`src/rtl/buff_pkg.sv`:
```
// Shared types and defaults for the buff_rx line receiver.
//   state_t      : qualification FSM states
//   *_D          : default parameter values
//   qcnt_width() : width of the qualification counter for a given DEBOUNCE
package buff_pkg;

  typedef enum logic {
    STABLE  = 1'b0,
    PENDING = 1'b1
  } state_t;

  localparam int SYNC_STAGES_D = 2;
  localparam int DEBOUNCE_D    = 4;
  localparam int CNT_W_D       = 8;

  // The counter only has to reach DEBOUNCE-1, but it never shrinks below 1 bit.
  function automatic int qcnt_width(input int debounce);
    return (debounce <= 2) ? 1 : $clog2(debounce);
  endfunction

endpackage

```
`src/rtl/buff_rx_if.sv`:
```
// Signal bundle between a raw line source and the buff_rx receiver.
//   b        : raw asynchronous line (source -> receiver)
//   x_stable : debounced level
//   rise     : 1-cycle pulse on an accepted 0->1 change
//   fall     : 1-cycle pulse on an accepted 1->0 change
//   busy     : a candidate change is being qualified
//   edge_cnt : wrapping count of accepted changes
// master = line source / consumer of the results, slave = buff_rx.
interface buff_rx_if
  import buff_pkg::*;
#(
  parameter int CNT_W = CNT_W_D
);
  logic             b;
  logic             x_stable;
  logic             rise;
  logic             fall;
  logic             busy;
  logic [CNT_W-1:0] edge_cnt;

  modport master (
    output b,
    input  x_stable, rise, fall, busy, edge_cnt
  );

  modport slave (
    input  b,
    output x_stable, rise, fall, busy, edge_cnt
  );
endinterface

```
`src/rtl/buff_rx_sync_chain.sv`:
```
// Multi-flop synchronizer bringing an asynchronous bit into the clk domain.
//   clk : sampling clock
//   rst : asynchronous active-high reset, clears every stage to 0
//   d   : asynchronous input
//   q   : synchronized output (last stage)
module sync_chain #(
  parameter int STAGES = 2
) (
  input  logic clk,
  input  logic rst,
  input  logic d,
  output logic q
);

  logic [STAGES-1:0] ff;

  always_ff @(posedge clk or posedge rst) begin
    if (rst) begin
      ff <= '0;
    end else begin
      ff <= {ff[STAGES-2:0], d};
    end
  end

  assign q = ff[STAGES-1];

endmodule

```
`src/rtl/buff_rx.sv`:
```
// Receive side of the 1-bit line buffer: synchronizes b, debounces it with a
// consecutive-sample counter, and reports accepted changes as pulses and a count.
//   clk  : system clock, rising edge
//   rst  : asynchronous active-high reset
//   bus  : buff_rx_if slave (b in; x_stable, rise, fall, busy, edge_cnt out)
//
// state   | meaning
// --------+-----------------------------------------------------------
// STABLE  | synced line agrees with x_stable, nothing being qualified
// PENDING | synced line differs; qcnt counts consecutive differing samples
module buff_rx
  import buff_pkg::*;
#(
  parameter int SYNC_STAGES = SYNC_STAGES_D,
  parameter int DEBOUNCE    = DEBOUNCE_D,
  parameter int CNT_W       = CNT_W_D
) (
  input logic        clk,
  input logic        rst,
  buff_rx_if.slave   bus
);

  localparam int            QW     = qcnt_width(DEBOUNCE);
  localparam logic [QW-1:0] Q_LAST = QW'(DEBOUNCE - 1);
  localparam logic [QW-1:0] Q_ONE  = QW'(1);

  logic             s;
  state_t           state;
  logic [QW-1:0]    qcnt;
  logic             x_stable;
  logic             rise;
  logic             fall;
  logic             busy;
  logic [CNT_W-1:0] edge_cnt;
  logic             differ;
  logic             accept;

  sync_chain #(.STAGES(SYNC_STAGES)) u_sync (
    .clk (clk),
    .rst (rst),
    .d   (bus.b),
    .q   (s)
  );

  assign differ = s ^ x_stable;

  // With DEBOUNCE==1 the first differing sample is already the whole window.
  assign accept = differ &&
                  (((state == STABLE) && (DEBOUNCE == 1)) ||
                   ((state == PENDING) && (qcnt == Q_LAST)));

  always_ff @(posedge clk or posedge rst) begin
    if (rst) begin
      state    <= STABLE;
      qcnt     <= '0;
      x_stable <= 1'b0;
      rise     <= 1'b0;
      fall     <= 1'b0;
      busy     <= 1'b0;
      edge_cnt <= '0;
    end else begin
      rise <= 1'b0;
      fall <= 1'b0;
      if (accept) begin
        x_stable <= s;
        qcnt     <= '0;
        state    <= STABLE;
        busy     <= 1'b0;
        rise     <= s;
        fall     <= ~s;
        edge_cnt <= edge_cnt + 1'b1;
      end else begin
        unique case (state)
          STABLE: begin
            if (differ) begin
              qcnt  <= Q_ONE;
              state <= PENDING;
              busy  <= 1'b1;
            end else begin
              qcnt <= '0;
            end
          end
          PENDING: begin
            if (!differ) begin
              qcnt  <= '0;
              state <= STABLE;
              busy  <= 1'b0;
            end else begin
              qcnt <= qcnt + 1'b1;
            end
          end
        endcase
      end
    end
  end

  assign bus.x_stable = x_stable;
  assign bus.rise     = rise;
  assign bus.fall     = fall;
  assign bus.busy     = busy;
  assign bus.edge_cnt = edge_cnt;

endmodule
```
`src/flat_wrapper.sv`:
```
// flat-port wrapper written by rule: the top's interface ports become plain ports
module buff_rx_flat import buff_pkg::*;
#(
  parameter int SYNC_STAGES = SYNC_STAGES_D,
  parameter int DEBOUNCE    = DEBOUNCE_D,
  parameter int CNT_W       = CNT_W_D
)
  (clk, rst, bus_b, bus_x_stable, bus_rise, bus_fall, bus_busy, bus_edge_cnt);
  buff_rx_if #(.CNT_W(CNT_W)) bus_i ();
  input logic clk;
  input logic rst;
  input wire logic [$bits(bus_i.b)-1:0] bus_b;
  output wire logic [$bits(bus_i.x_stable)-1:0] bus_x_stable;
  output wire logic [$bits(bus_i.rise)-1:0] bus_rise;
  output wire logic [$bits(bus_i.fall)-1:0] bus_fall;
  output wire logic [$bits(bus_i.busy)-1:0] bus_busy;
  output wire logic [$bits(bus_i.edge_cnt)-1:0] bus_edge_cnt;
  assign bus_i.b = bus_b;
  assign bus_x_stable = bus_i.x_stable;
  assign bus_rise = bus_i.rise;
  assign bus_fall = bus_i.fall;
  assign bus_busy = bus_i.busy;
  assign bus_edge_cnt = bus_i.edge_cnt;
  buff_rx #(.SYNC_STAGES(SYNC_STAGES), .DEBOUNCE(DEBOUNCE), .CNT_W(CNT_W)) u_core (.clk(clk), .rst(rst), .bus(bus_i));
endmodule
```
`config.mk`:
```
export PLATFORM = sky130hd
export DESIGN_NAME = buff_rx_flat
export DESIGN_NICKNAME = d
export VERILOG_FILES = /design/src/rtl/buff_pkg.sv /design/src/rtl/buff_rx_if.sv /design/src/rtl/buff_rx_sync_chain.sv /design/src/rtl/buff_rx.sv /design/src/flat_wrapper.sv
export SDC_FILE = /design/constraint.sdc
export NUM_CORES = 1
export LEC_CHECK = 0
export ABC_CLOCK_PERIOD_IN_PS = 1750
export CORE_MARGIN = 1.5
export CORE_UTILIZATION = 47
export CTS_CLUSTER_DIAMETER = 120
export CTS_CLUSTER_SIZE = 8
export DETAILED_ROUTE_END_ITERATION = 8
export PLACE_DENSITY = 0.75
export SLEW_MARGIN = 20
export SYNTH_ARGS = -nofsm -noshare
export SYNTH_HDL_FRONTEND = slang
export SYNTH_SLANG_ARGS = --single-unit
```
`constraint.sdc`:
```
create_clock -name clk -period 1.75 [get_ports clk]
set_input_delay 0.35 -clock clk [delete_from_list [all_inputs] [get_ports clk]]
set_output_delay 0.35 -clock clk [all_outputs]
set_load 0.05 [all_outputs]
```
# Word-level counts from Yosys, hierarchy flattened
# Index checks and enable logic that the tools add are counted.
totals:
  in_bits: 3
  word_cells: 31
  reg_bits: 17
classes:
  n_addsub: 2
  mux: 12
  reduce_logical: 3
  n_eq_ne: 3
  bitwise_logic: 3
ops:
  columns: ["operator", "count"]
  rows:
  - ["8-bit by 1-bit adder with 8-bit output, second input constant", 1]
  - ["1-bit two-way mux", 8]
  - ["2-bit two-way mux", 2]
  - ["2-bit one-hot mux with 2 select lines", 1]
  - ["3-bit by 1-bit inequality test with 1-bit output, second input constant", 1]
  - ["3-bit inequality test, second input constant", 1]
  - ["2-bit by 1-bit adder with 2-bit output, second input constant", 1]
  - ["2-bit == test, second input constant", 1]
  - ["1-bit logical AND", 2]
  - ["1-bit NOT", 2]
  - ["1-bit one-hot mux with 2 select lines", 1]
  - ["2-bit AND reduction", 1]
  - ["1-bit bitwise XOR", 1]

# Depth between registers and ports, before layout
depth:
  word_depth: 5
  depth_mapped: 4
  ltp_nobuf: 4

# Hierarchy
# From an unflattened synthesis, not the netlist that was laid out.
hier_totals:
  cells_unflattened: 52
  hier_area_um2: 681.9
by_module_without_submodules:
  columns: ["mod", "seq_area_each_um2", "n_inst", "area_each_um2", "cells_per_inst"]
  rows:
  - ["buff_rx", 375.4, 1, 628.1, 49]
  - ["sync_chain", 50.0, 1, 53.8, 3]

# Worst setup path after synthesis
# No wires, ideal clock.
synth_path:
  kind: "flip-flop to flip-flop"
  start: "register u_core.x_stable (netlist: u_core.bus.x_stable)"
  end: "register u_core.edge_cnt[1] (netlist: u_core.bus.edge_cnt[1])"
  arrival_time_ns: 1.440
  path_slack_ns: 0.185
  setup_time_ns: 0.125
  n_path_buf: 0
  stages_incl_launch_ff: 4
  path_cell_list: "dfrtp_1 -> xnor2_2 -> nor2_1 -> mux2_2"
synth_via:
  elab_chain_len: 2
synth_rtl:
  columns: ["item", "line", "source"]
  rows:
  - ["from (decl)", "buff_rx.sv:30", "logic x_stable;"]
  - ["from (signal assigned)", "buff_rx.sv:65", "x_stable <= s;"]
  - ["1-bit bitwise XOR", "buff_rx.sv:45", "assign differ = s ^ x_stable;"]
  - ["1-bit logical AND", "buff_rx.sv:48", "assign accept = differ &&"]
  - ["to (signal assigned)", "buff_rx.sv:71", "edge_cnt <= edge_cnt + 1'b1;"]
  - ["to (decl)", "buff_rx.sv:34", "logic [CNT_W-1:0] edge_cnt;"]
# Every way passes these cells.
# A chain may end at the register's enable or synchronous reset.

# Worst setup path after layout
layout_path:
  start: "register u_core.qcnt[0]"
  end: "register u_core.edge_cnt[1] (netlist: u_core.bus.edge_cnt[1])"
layout_via:
  elab_chain_len: 3
layout_rtl:
  columns: ["item", "line", "source"]
  rows:
  - ["from (decl)", "buff_rx.sv:29", "logic [QW-1:0] qcnt;"]
  - ["from (signal assigned)", "buff_rx.sv:89", "qcnt <= qcnt + 1'b1;"]
  - ["2-bit == test", "buff_rx.sv:50", "((state == PENDING) && (qcnt == Q_LAST)));"]
  - ["1-bit logical AND", "buff_rx.sv:50", null]
  - ["1-bit logical AND", "buff_rx.sv:48", null]
# Every way passes these cells.

==> flow_summary_export.csv <==
group,metric,value,unit
timing,fin_crit,1.36,ns
place,hpwl,730,µm
routing,drc,0,
yosys,avgSynthCellArea,13.5,µm²
routing,first_pass_iters,3,
timing,fmax,0.736,GHz
routing,num_vias,428,
power,clkPwrFrac,0.169,
timing,skew,0.00134,ns
power,ir_worst_vdd,0.000923,V
cts,cts_root_buf,"clkbuf_4",
cts,clk_latency,0.27,ns
floorplanning,die_h,41.3,µm
global_route,track_usage,0.153,
worst_setup_path,worstSetupPathType,"flip-flop to flip-flop",
global_route,grt_antenna_before_repair,0,
global_route,grt.met1_usage,0.219,
cts,clock-sinks,17,
floorplanning,die_area,1710,µm²
worst_setup_path,crit_path_start_kind,"flip-flop",
routing,vias_per_cell,4.98,
global_route,gr-total-overflow,0,
yosys,synthCells,51,
timing,slew_violations,0,
timing,tightest_slew,0.227,ns
routing,avgRoutedWirePerCell,11.9,µm
cts,cts_resized,0,
cts,htree_levels,1,
power,pwr-share-comb,0.362,
power,switchingPower,0.450,mW
floorplanning,core,1330,µm²
routing,routed_wirelength,1020,µm
timing,finalCritPeriodShare,0.777,
floorplanning,die_w,41.3,µm
cts,clk_pin_slew,0.09,ns
routing,postRouteAntennaNets,0,
yosys,ys_warn_count,0,
timing,relSlewSlack,0.848,
final_layout,syn_to_final_growth,24.7,%
global_route,grt_pass1_wl,1610,µm
place,gp_congestion,0.640,
global_route,gr-usage-met2,0.207,
final_layout,num_antenna_cells,0,
global_route,grt_use_met3,0.0638,
timing,hold_violations,0,
cts,ctsHoldBuffers,0,
run,max_cap_viol_count,0,
worst_setup_path,arrival,1.53,ns
power,cellPowerDensity,1360,nW/µm²
yosys,ys_seq_area_frac,0.617,
cts,clockBufferDepth,2,
cts,cts-buffers-inserted,3,
run_status,outcome,"completed",
timing,rsz0062_at_grt,"false",
routing,drt_iter0_drc,2,
global_route,grt_pass1_vias,371,
timing,tns,0,ns
floorplanning,placementRows,13,
power,p_leak,0.441,nW
final_layout,drive_gt1_frac,0.310,
yosys,syn_area,689,µm²
worst_setup_path,cp-end-kind,"flip-flop",
cts,cts_tree,"yes",
power,swShare,0.383,
global_route,grt-busiest-layer,"met1",
worst_setup_path,cp_max_fo,4,
floorplanning,start_util,0.517,
floorplanning,io_pins,15,
cts,post_cts_buffers,0,
global_route,grt_max_degree,18,
power,seq_power_share,0.469,
yosys,syn-num-nets,56,
final_layout,fin_nets,77,
timing,holdWs,0.362,ns
yosys,synth_seq_cells,17,
power,power.internal,0.723,mW
worst_hold_path,hold_path.class,"flip-flop to flip-flop",
place,io_buffers,14,
worst_setup_path,crit_required,1.92,ns
power,totalPowerFinal,1.17,mW
yosys,synth_cell_types,20,
timing,setup_violations,0,
final timing paths:
path                       slack, ns                 from                      to  cells after the start
hold reg to reg                 0.36  u_core.u_sync.ff[0]     u_core.u_sync.ff[1]                      0
max in group asynchronous       1.19                  rst  u_core.bus.edge_cnt[2]                      3
hold / removal                  0.36  u_core.u_sync.ff[0]     u_core.u_sync.ff[1]                      0
setup reg to reg                0.39       u_core.qcnt[0]  u_core.bus.edge_cnt[1]                      4
min in group asynchronous       0.37                  rst         u_core.bus.fall                      3
setup / recovery                0.39       u_core.qcnt[0]  u_core.bus.edge_cnt[1]                      4
synth_stat cells:
master | count | area (µm²)
ha_1 | 2 | 25.0
nor3b_1 | 3 | 22.5
nand4_1 | 1 | 6.26
a21boi_0 | 1 | 7.51
and4_1 | 1 | 8.76
nand3b_1 | 1 | 7.51
xnor2_2 | 1 | 16.3
xnor2_1 | 2 | 17.5
maj3_1 | 1 | 10.0
nor2_1 | 2 | 7.51
nand2_1 | 2 | 7.51
a21oi_2 | 1 | 8.76
nor3_1 | 2 | 10.0
dfrtp_1 | 17 | 425
and3_1 | 1 | 6.26
xor2_1 | 5 | 43.8
mux2_2 | 2 | 22.5
nor4b_2 | 1 | 15.0
nand3_1 | 2 | 10.0
inv_1 | 3 | 11.3
critical path, stage by stage, from the launching register on:
cell and delay (ns):
dfrtp_1 0.35, ha_1 0.22, nand2_1 0.13, nor2_1 0.19, mux2_2 0.36
placed cells by master, fill, tap and decap left out, drive strengths merged, types with 2 or more instances in the layout:
cell type,count
inv,3
buf,14
nand2,2
nand3,2
nor3,2
clkdlybuf4s50,2
mux2,2
nor2,2
dfrtp,17
xnor2,3
xor2,5
ha,2
clkbuf,4
nor3b,3
power by group through the flow:
stage / registers (mW) / clock network (mW) / logic [mW]
floorplan: 0.696 / 0 / 0.151
global placement: 0.556 / 0 / 0.423
detailed placement: 0.556 / 0 / 0.431
CTS: 0.551 / 0.207 / 0.431
global route: 0.565 / 0.229 / 0.471
finish: 0.550 / 0.198 / 0.425
flip-flops by register name, indices dropped and copies added, names as in the netlist:
| register | flops |
|---|---|
| u_core.bus.edge_cnt | 8 |
| u_core.qcnt | 2 |
| u_core.u_sync.ff | 2 |
| u_core.bus.busy | 1 |
| u_core.bus.fall | 1 |
| u_core.bus.rise | 1 |
| u_core.bus.x_stable | 1 |
| u_core.state | 1 |
routing by layer:
layer  wire [µm]  part of all wire
met5           0                 0
met4          12             0.012
met3          71             0.070
met2         436              0.43
met1         500              0.49
cell type report:
type / instances / area, µm²
Fill cell: 109 / 474
Sequential cell: 17 / 425
Multi-Input combinational cell: 31 / 253
Timing Repair Buffer: 16 / 125
Clock buffer: 4 / 26.3
Tap cell: 15 / 18.8
Inverter: 3 / 11.3
metrics by stage:
step	cells	setup WS [ns]	util	instance area, µm²
after floorplan	51	0.185	-	689
after global placement	82	0.451	0.625	833
after detailed placement	82	0.406	0.625	833
after CTS	86	0.381	0.644	860
after global routing	86	0.305	0.644	860
final	86	0.391	0.644	860
cells by family (layout without fill, tap and decap cells):
family	count (synthesis)	count (layout)	share of synthesized area
simple gates	16	16	0.147
buf+inv	3	23	0.0163
xor+xnor	8	8	0.113
fa+ha+maj	3	3	0.0508
compound gates	2	2	0.0236
mux	2	2	0.0327
flops	17	17	0.617
(Power assumes the default switching activity.)
